<file path="config.mk">
export PLATFORM = sky130hd
export DESIGN_NAME = ram_arbiter
export DESIGN_NICKNAME = d
export VERILOG_FILES = /design/src/rtl/ram_arbiter.sv
export SDC_FILE = /design/constraint.sdc
export NUM_CORES = 1
export LEC_CHECK = 0
export ABC_AREA = 1
export BUFFER_PORTS_ARGS = -buffer_cell sky130_fd_sc_hd__buf_2
export CAP_MARGIN = 10
export CORE_AREA = 2 2 89 91
export CTS_CLUSTER_SIZE = 28
export DETAILED_ROUTE_END_ITERATION = 10
export DIE_AREA = 0 0 91 93
export GPL_TIMING_DRIVEN = 0
export PLACE_DENSITY = 0.59
export SYNTH_ARGS = -nofsm -noshare
export SYNTH_HDL_FRONTEND = slang
export SYNTH_SLANG_ARGS = --single-unit
</file>
<file path="constraint.sdc">
create_clock -name clk -period 1.9 [get_ports clk]
set_input_delay 0.285 -clock clk [delete_from_list [all_inputs] [get_ports clk]]
set_output_delay 0.285 -clock clk [all_outputs]
set_load 0.005 [all_outputs]
</file>
<file path="src/rtl/ram_arbiter.sv">
// Two-master arbiter for a single-port synchronous RAM: fixed priority for m0,
// bounded wait for m1, and one-cycle read return steered to the issuing master.
module ram_arbiter #(
  parameter int ADDR_W     = 10,
  parameter int DATA_W     = 32,
  parameter int STARVE_LIM = 4
) (
  input  logic              clk,
  input  logic              resetn,
  input  logic              m0_req,
  input  logic              m0_we,
  input  logic [ADDR_W-1:0] m0_addr,
  input  logic [DATA_W-1:0] m0_wdata,
  output logic              m0_gnt,
  output logic              m0_rvalid,
  output logic [DATA_W-1:0] m0_rdata,
  input  logic              m1_req,
  input  logic              m1_we,
  input  logic [ADDR_W-1:0] m1_addr,
  input  logic [DATA_W-1:0] m1_wdata,
  output logic              m1_gnt,
  output logic              m1_rvalid,
  output logic [DATA_W-1:0] m1_rdata,
  output logic              ram_we,
  output logic [ADDR_W-1:0] ram_addr,
  output logic [DATA_W-1:0] ram_din,
  input  logic [DATA_W-1:0] ram_dout
);

  localparam int CNT_W = $clog2(STARVE_LIM + 1);
  localparam logic [CNT_W-1:0] LIM = CNT_W'(STARVE_LIM);

  typedef enum logic [1:0] {
    RD_NONE = 2'd0,
    RD_M0   = 2'd1,
    RD_M1   = 2'd2
  } rd_owner_e;

  logic [CNT_W-1:0] starve_cnt_r;
  rd_owner_e        rd_owner_r;
  logic             m0_rvalid_r;
  logic             m1_rvalid_r;
  logic             starved_s;
  logic             m0_win_s;
  logic             m1_win_s;

  // Winner selection; grants are suppressed while reset is asserted.
  always_comb begin
    starved_s = (starve_cnt_r == LIM);
    m1_win_s  = 1'b0;
    m0_win_s  = 1'b0;
    if (resetn) begin
      m1_win_s = m1_req & (~m0_req | starved_s);
      m0_win_s = m0_req & ~m1_win_s;
    end else begin
      m1_win_s = 1'b0;
      m0_win_s = 1'b0;
    end
  end

  assign m0_gnt = m0_win_s;
  assign m1_gnt = m1_win_s;

  // RAM port mux: the winner's request goes straight to the RAM, idle drives zero.
  always_comb begin
    ram_we   = 1'b0;
    ram_addr = '0;
    ram_din  = '0;
    if (m0_win_s) begin
      ram_we   = m0_we;
      ram_addr = m0_addr;
      ram_din  = m0_wdata;
    end else if (m1_win_s) begin
      ram_we   = m1_we;
      ram_addr = m1_addr;
      ram_din  = m1_wdata;
    end else begin
      ram_we   = 1'b0;
      ram_addr = '0;
      ram_din  = '0;
    end
  end

  // Starvation counter and read-owner tracking with registered rvalid strobes.
  always_ff @(posedge clk or negedge resetn) begin
    if (!resetn) begin
      starve_cnt_r <= '0;
      rd_owner_r   <= RD_NONE;
      m0_rvalid_r  <= 1'b0;
      m1_rvalid_r  <= 1'b0;
    end else begin
      if (m1_req && !m1_win_s) begin
        starve_cnt_r <= starved_s ? starve_cnt_r : starve_cnt_r + CNT_W'(1);
      end else begin
        starve_cnt_r <= '0;
      end
      if (m0_win_s && !m0_we) begin
        rd_owner_r  <= RD_M0;
        m0_rvalid_r <= 1'b1;
        m1_rvalid_r <= 1'b0;
      end else if (m1_win_s && !m1_we) begin
        rd_owner_r  <= RD_M1;
        m0_rvalid_r <= 1'b0;
        m1_rvalid_r <= 1'b1;
      end else begin
        rd_owner_r  <= RD_NONE;
        m0_rvalid_r <= 1'b0;
        m1_rvalid_r <= 1'b0;
      end
    end
  end

  assign m0_rvalid = m0_rvalid_r;
  assign m1_rvalid = m1_rvalid_r;
  // Both masters see the RAM output directly; rvalid qualifies it.
  assign m0_rdata  = ram_dout;
  assign m1_rdata  = ram_dout;

  ram_arbiter_chk u_chk (
    .clk       (clk),
    .resetn    (resetn),
    .m0_req    (m0_req),
    .m1_req    (m1_req),
    .m0_gnt    (m0_gnt),
    .m1_gnt    (m1_gnt),
    .m0_rvalid (m0_rvalid),
    .m1_rvalid (m1_rvalid),
    .ram_we    (ram_we),
    .owner_m0  (rd_owner_r == RD_M0),
    .owner_m1  (rd_owner_r == RD_M1)
  );

endmodule

// Protocol invariants of the arbiter, kept apart from the datapath.
module ram_arbiter_chk (
  input logic clk,
  input logic resetn,
  input logic m0_req,
  input logic m1_req,
  input logic m0_gnt,
  input logic m1_gnt,
  input logic m0_rvalid,
  input logic m1_rvalid,
  input logic ram_we,
  input logic owner_m0,
  input logic owner_m1
);

  a_gnt_onehot: assert property (@(posedge clk) disable iff (!resetn) !(m0_gnt && m1_gnt));
  a_gnt0_req:   assert property (@(posedge clk) disable iff (!resetn) m0_gnt |-> m0_req);
  a_gnt1_req:   assert property (@(posedge clk) disable iff (!resetn) m1_gnt |-> m1_req);
  a_rv_onehot:  assert property (@(posedge clk) disable iff (!resetn) !(m0_rvalid && m1_rvalid));
  a_we_granted: assert property (@(posedge clk) disable iff (!resetn) ram_we |-> (m0_gnt || m1_gnt));
  a_rv0_owner:  assert property (@(posedge clk) disable iff (!resetn) m0_rvalid == owner_m0);
  a_rv1_owner:  assert property (@(posedge clk) disable iff (!resetn) m1_rvalid == owner_m1);

endmodule

</file>
==> results <==
- The run finished with clean final reports.
- Averaged over all synthesized cells, the footprint is 6.23 µm².
- The worst setup path is launched from a flop.
- After routing, the total negative slack on setup checks comes to 0 ns.
- The leading cell type by number of instances after synthesis is sky130_fd_sc_hd__buf_4.
- The fraction of layout cells with a size suffix above 1 is 64.5%.
- The worst hold path begins at m0_we.
- Max-cap violations in this run came to 0.
- The count of boundary I/O pins is 233.
- After synthesis, flip-flops and latches occupy 8.10% of the total area.
- The count of final max-slew check failures is 0.
- The via count of the first global-routing pass was 2,112.
- The count of cells along the worst register-to-register path is 8.
- The peak clock frequency supported by timing is 559 MHz.
- The number of vias after detailed routing is 2,381.
- In this run the number of H-tree levels came out at 1.
- The per-cell routed wire length is 11.5 µm.
- The vertical die dimension is 93 µm.
- Once layout is complete, the cells apart from fillers number 556.
- The core box area is 7530 µm².
- The final weighted congestion in routability-driven placement is 0.748.
- At the pin with the least slew margin, the transition time is 0.456 ns.
- The wire length reported by the detailed router is 6370 µm.
- Relative to the synthesized area, the layout overhead comes to 80.9%.
- Detailed placement finished with a half-perimeter wire length of 5310 µm.
- In this run, synthesis inferred 0 flip-flops with an integrated enable.
- In the routed layout, each cell is associated on average with a via count of 4.28.
- The time the worst path needs with I/O delays and setup is 1.79 ns.
- The area of the die is 8460 µm².
- The flip-flop cell with the highest count after synthesis is sky130_fd_sc_hd__dfrtp_1.
- The synthesized design contains 5 register bits.
- The hold violation total from the final report is 0.
- The share of the clock period used by the worst path after layout is 94.1%.
- Of all nets on the critical path, the largest fanout is 10.
- Setup repair after global routing left no endpoint under its margin.
- At the end of the flow, the number of nets in the layout was 579.
- In this run the core area contains 32 standard-cell rows.
- Counting flops with an async set or reset pin after synthesis yields a share of 100%.
- The total congestion overflow after global routing is 0.
- The starting utilization of the core area is 20.5%.
- The endpoint of the worst-slack reg-to-reg timing path is starve_cnt_r[0].
- The root cell of the clock tree is sky130_fd_sc_hd__clkbuf_8.
- The detailed-router iteration count before antenna repair is 4.
- The worst clock skew on the final layout is 0.000403 ns.
- The first-pass GRT wire length is 9350 µm.
- The number of nets handed over by synthesis was 372.
- The path class of the tightest hold or removal check is in2reg.
- The number of clock sinks is 5.
- The static power due to leakage is 0.00180 µW.
- The element type at the critical path end is an output pin.
- The detail route stage leaves a number of antenna-violating nets equal to 0.
- In this run the critical register-to-register path is launched from starve_cnt_r[0].
- 0 antenna diodes ended up in the layout.
- IR analysis of the VDD net gives a maximum drop of 0.000134 V.
- The commonest cells after synthesis are 68 x sky130_fd_sc_hd__buf_4, 49 x sky130_fd_sc_hd__nand2_1, 44 x sky130_fd_sc_hd__nand3_1.
- The slack of the worst reg-to-reg path is 0.56 ns.
- The data required time at the worst endpoint is 1.62 ns.
- TritonCTS built the clock tree.
- The latest clock arrival within the worst-skew pair is 0.22 ns.
- Counting tap cells, the placed design contains a total of 549 instances.
- For this block, the initial DRC count from the detailed router was 59.
- For hold timing, the worst endpoint is m0_rvalid.
- Input and output buffers added on the ports amount to 199.
- After clock tree synthesis, the clock-pin slew on the worst setup and hold paths is 0.03 ns.
- The category of the most critical setup path is reg2out.
- The initial antenna violation count came to 0.
- After technology mapping, the gate count stands at 248.
- The buffer depth of the longest clock path is 2.
- The cell depth of the worst hold path is 2.
- From left edge to right edge, the die measures 91 µm.
- The number of unique standard cell types used by synthesis is 16.
- In the post-synthesis netlist, the biggest area contributors are sky130_fd_sc_hd__buf_4 33%, sky130_fd_sc_hd__nand4_1 17%, sky130_fd_sc_hd__nand3_1 14%, sky130_fd_sc_hd__nand2_1 12%, sky130_fd_sc_hd__dfrtp_1 8.1%.
- The total clock buffers created by CTS is 3.
- STA puts the critical path data arrival time at 1.50 ns.
- The remaining max-slew budget at the tightest pin is 69.6%.
- The combined area of all synthesized cells is 1550 µm².
- The yosys synthesis warning count is 0.
- Global routing consumed, over all layers together, 13.1% of the routing resources.
- The cell accounting for the most synthesized area is sky130_fd_sc_hd__buf_4.
- The share of synthesized area in the top cell type comes to 33.0%.
- The DRC violation count after routing is 0.
- Entering global routing, the biggest net connects 11 pins.
- Setup violations remaining at the end of the flow were counted as 0.
- Dividing total power by cell area gives a power density of 332 nW/µm².
[worst max path at each step]
stage                     from     endpoint  slack, ns  cells past startpoint
2_1_floorplan  starve_cnt_r[0]  ram_din[10]       0.47                      8
3_3_place_gp   starve_cnt_r[0]  ram_addr[2]       0.16                      8
3_5_place_dp   starve_cnt_r[0]  ram_addr[2]       0.13                      8
4_1_cts        starve_cnt_r[0]  ram_addr[7]       0.02                      9
5_1_grt        starve_cnt_r[0]  ram_din[25]     0.0003                      9
6_report       starve_cnt_r[0]  ram_din[29]       0.11                      9
[sequential cells by signal, summed over array words and instances, names as in the netlist]
name          flops
starve_cnt_r      3
m0_rvalid         1
m1_rvalid         1
[placed cells by master, fill, tap and decap left out, drive strengths merged]
cell         netlist  layout
buf               82     282
nand2             52      53
nand3             44      44
nand4             43      43
clkbuf             4       8
nor2               7       7
inv                7       7
dfrtp              5       5
ha                 2       2
xor2               1       1
o21ai              1       1
dlygate4sd3        0       1
[cells by family (layout without fill, tap and decap cells)]
family          Yosys count  after routing  share of synthesized area (%)
simple gates            146            147                           47.1
buf+inv                  93            298                           42.3
flops                     5              5                           8.10
fa+ha+maj                 2              2                           1.62
compound gates            1              1                          0.324
xor+xnor                  1              1                          0.567
[critical path: stages, from the launching register on]
cell and delay, ns:
sky130_fd_sc_hd__dfrtp_1 0.38, sky130_fd_sc_hd__inv_2 0.10, sky130_fd_sc_hd__ha_4 0.15, sky130_fd_sc_hd__nand2_4 0.06, sky130_fd_sc_hd__nand2_8 0.10, sky130_fd_sc_hd__nand2_8 0.09, sky130_fd_sc_hd__buf_6 0.15, sky130_fd_sc_hd__nand3_1 0.06
sky130_fd_sc_hd__nand2_1 0.06, sky130_fd_sc_hd__buf_2 0.12
[where the power goes]
group / internal (µW) / switching (µW) / leakage, µW
clock network: 144 / 50.9 / 0.0000228
logic: 335 / 273 / 0.00171
registers: 117 / 7.37 / 0.0000671
[stage by stage]
step	utilization (%)	hold slack, ns	power, µW	cell area [µm²]	setup slack, ns
finish	37.1	0.234	928	2800	0.112
global route	37.1	0.243	1010	2800	0.000334
CTS	37.0	0.232	928	2780	0.0227
detailed placement	35.5	0.108	700	2670	0.125
global placement	35.5	0.106	690	2670	0.164
floorplan	-	-0.0106	434	1550	0.468
[area by class of cell]
type | instances | area (µm²)
fillers | 853 | 4730
repair buffers | 201 | 1010
multi-input cells | 151 | 813
plain buffers | 86 | 644
well taps | 102 | 128
flip-flops and latches | 5 | 125
clock buffers | 4 | 45.0
inverters | 7 | 26.3
[timing repair]
item,CTS,global route
cloned,1,0
endpoints found under the setup margin,40,40
pin swaps,3,2
endpoints found under the hold margin,5,0
resized for setup,9,4
hold buffers,1,0
setup buffers,1,0
[routing by layer]
metal	vias up	track usage, %	share of wire, %
met5	-	0	0
met4	0	2.53	0.24
li1	1199	-	-
met2	136	26.0	54
met1	1044	14.1	35
met3	2	2.98	10
Note: power is estimated with default switching activity, not from simulation.
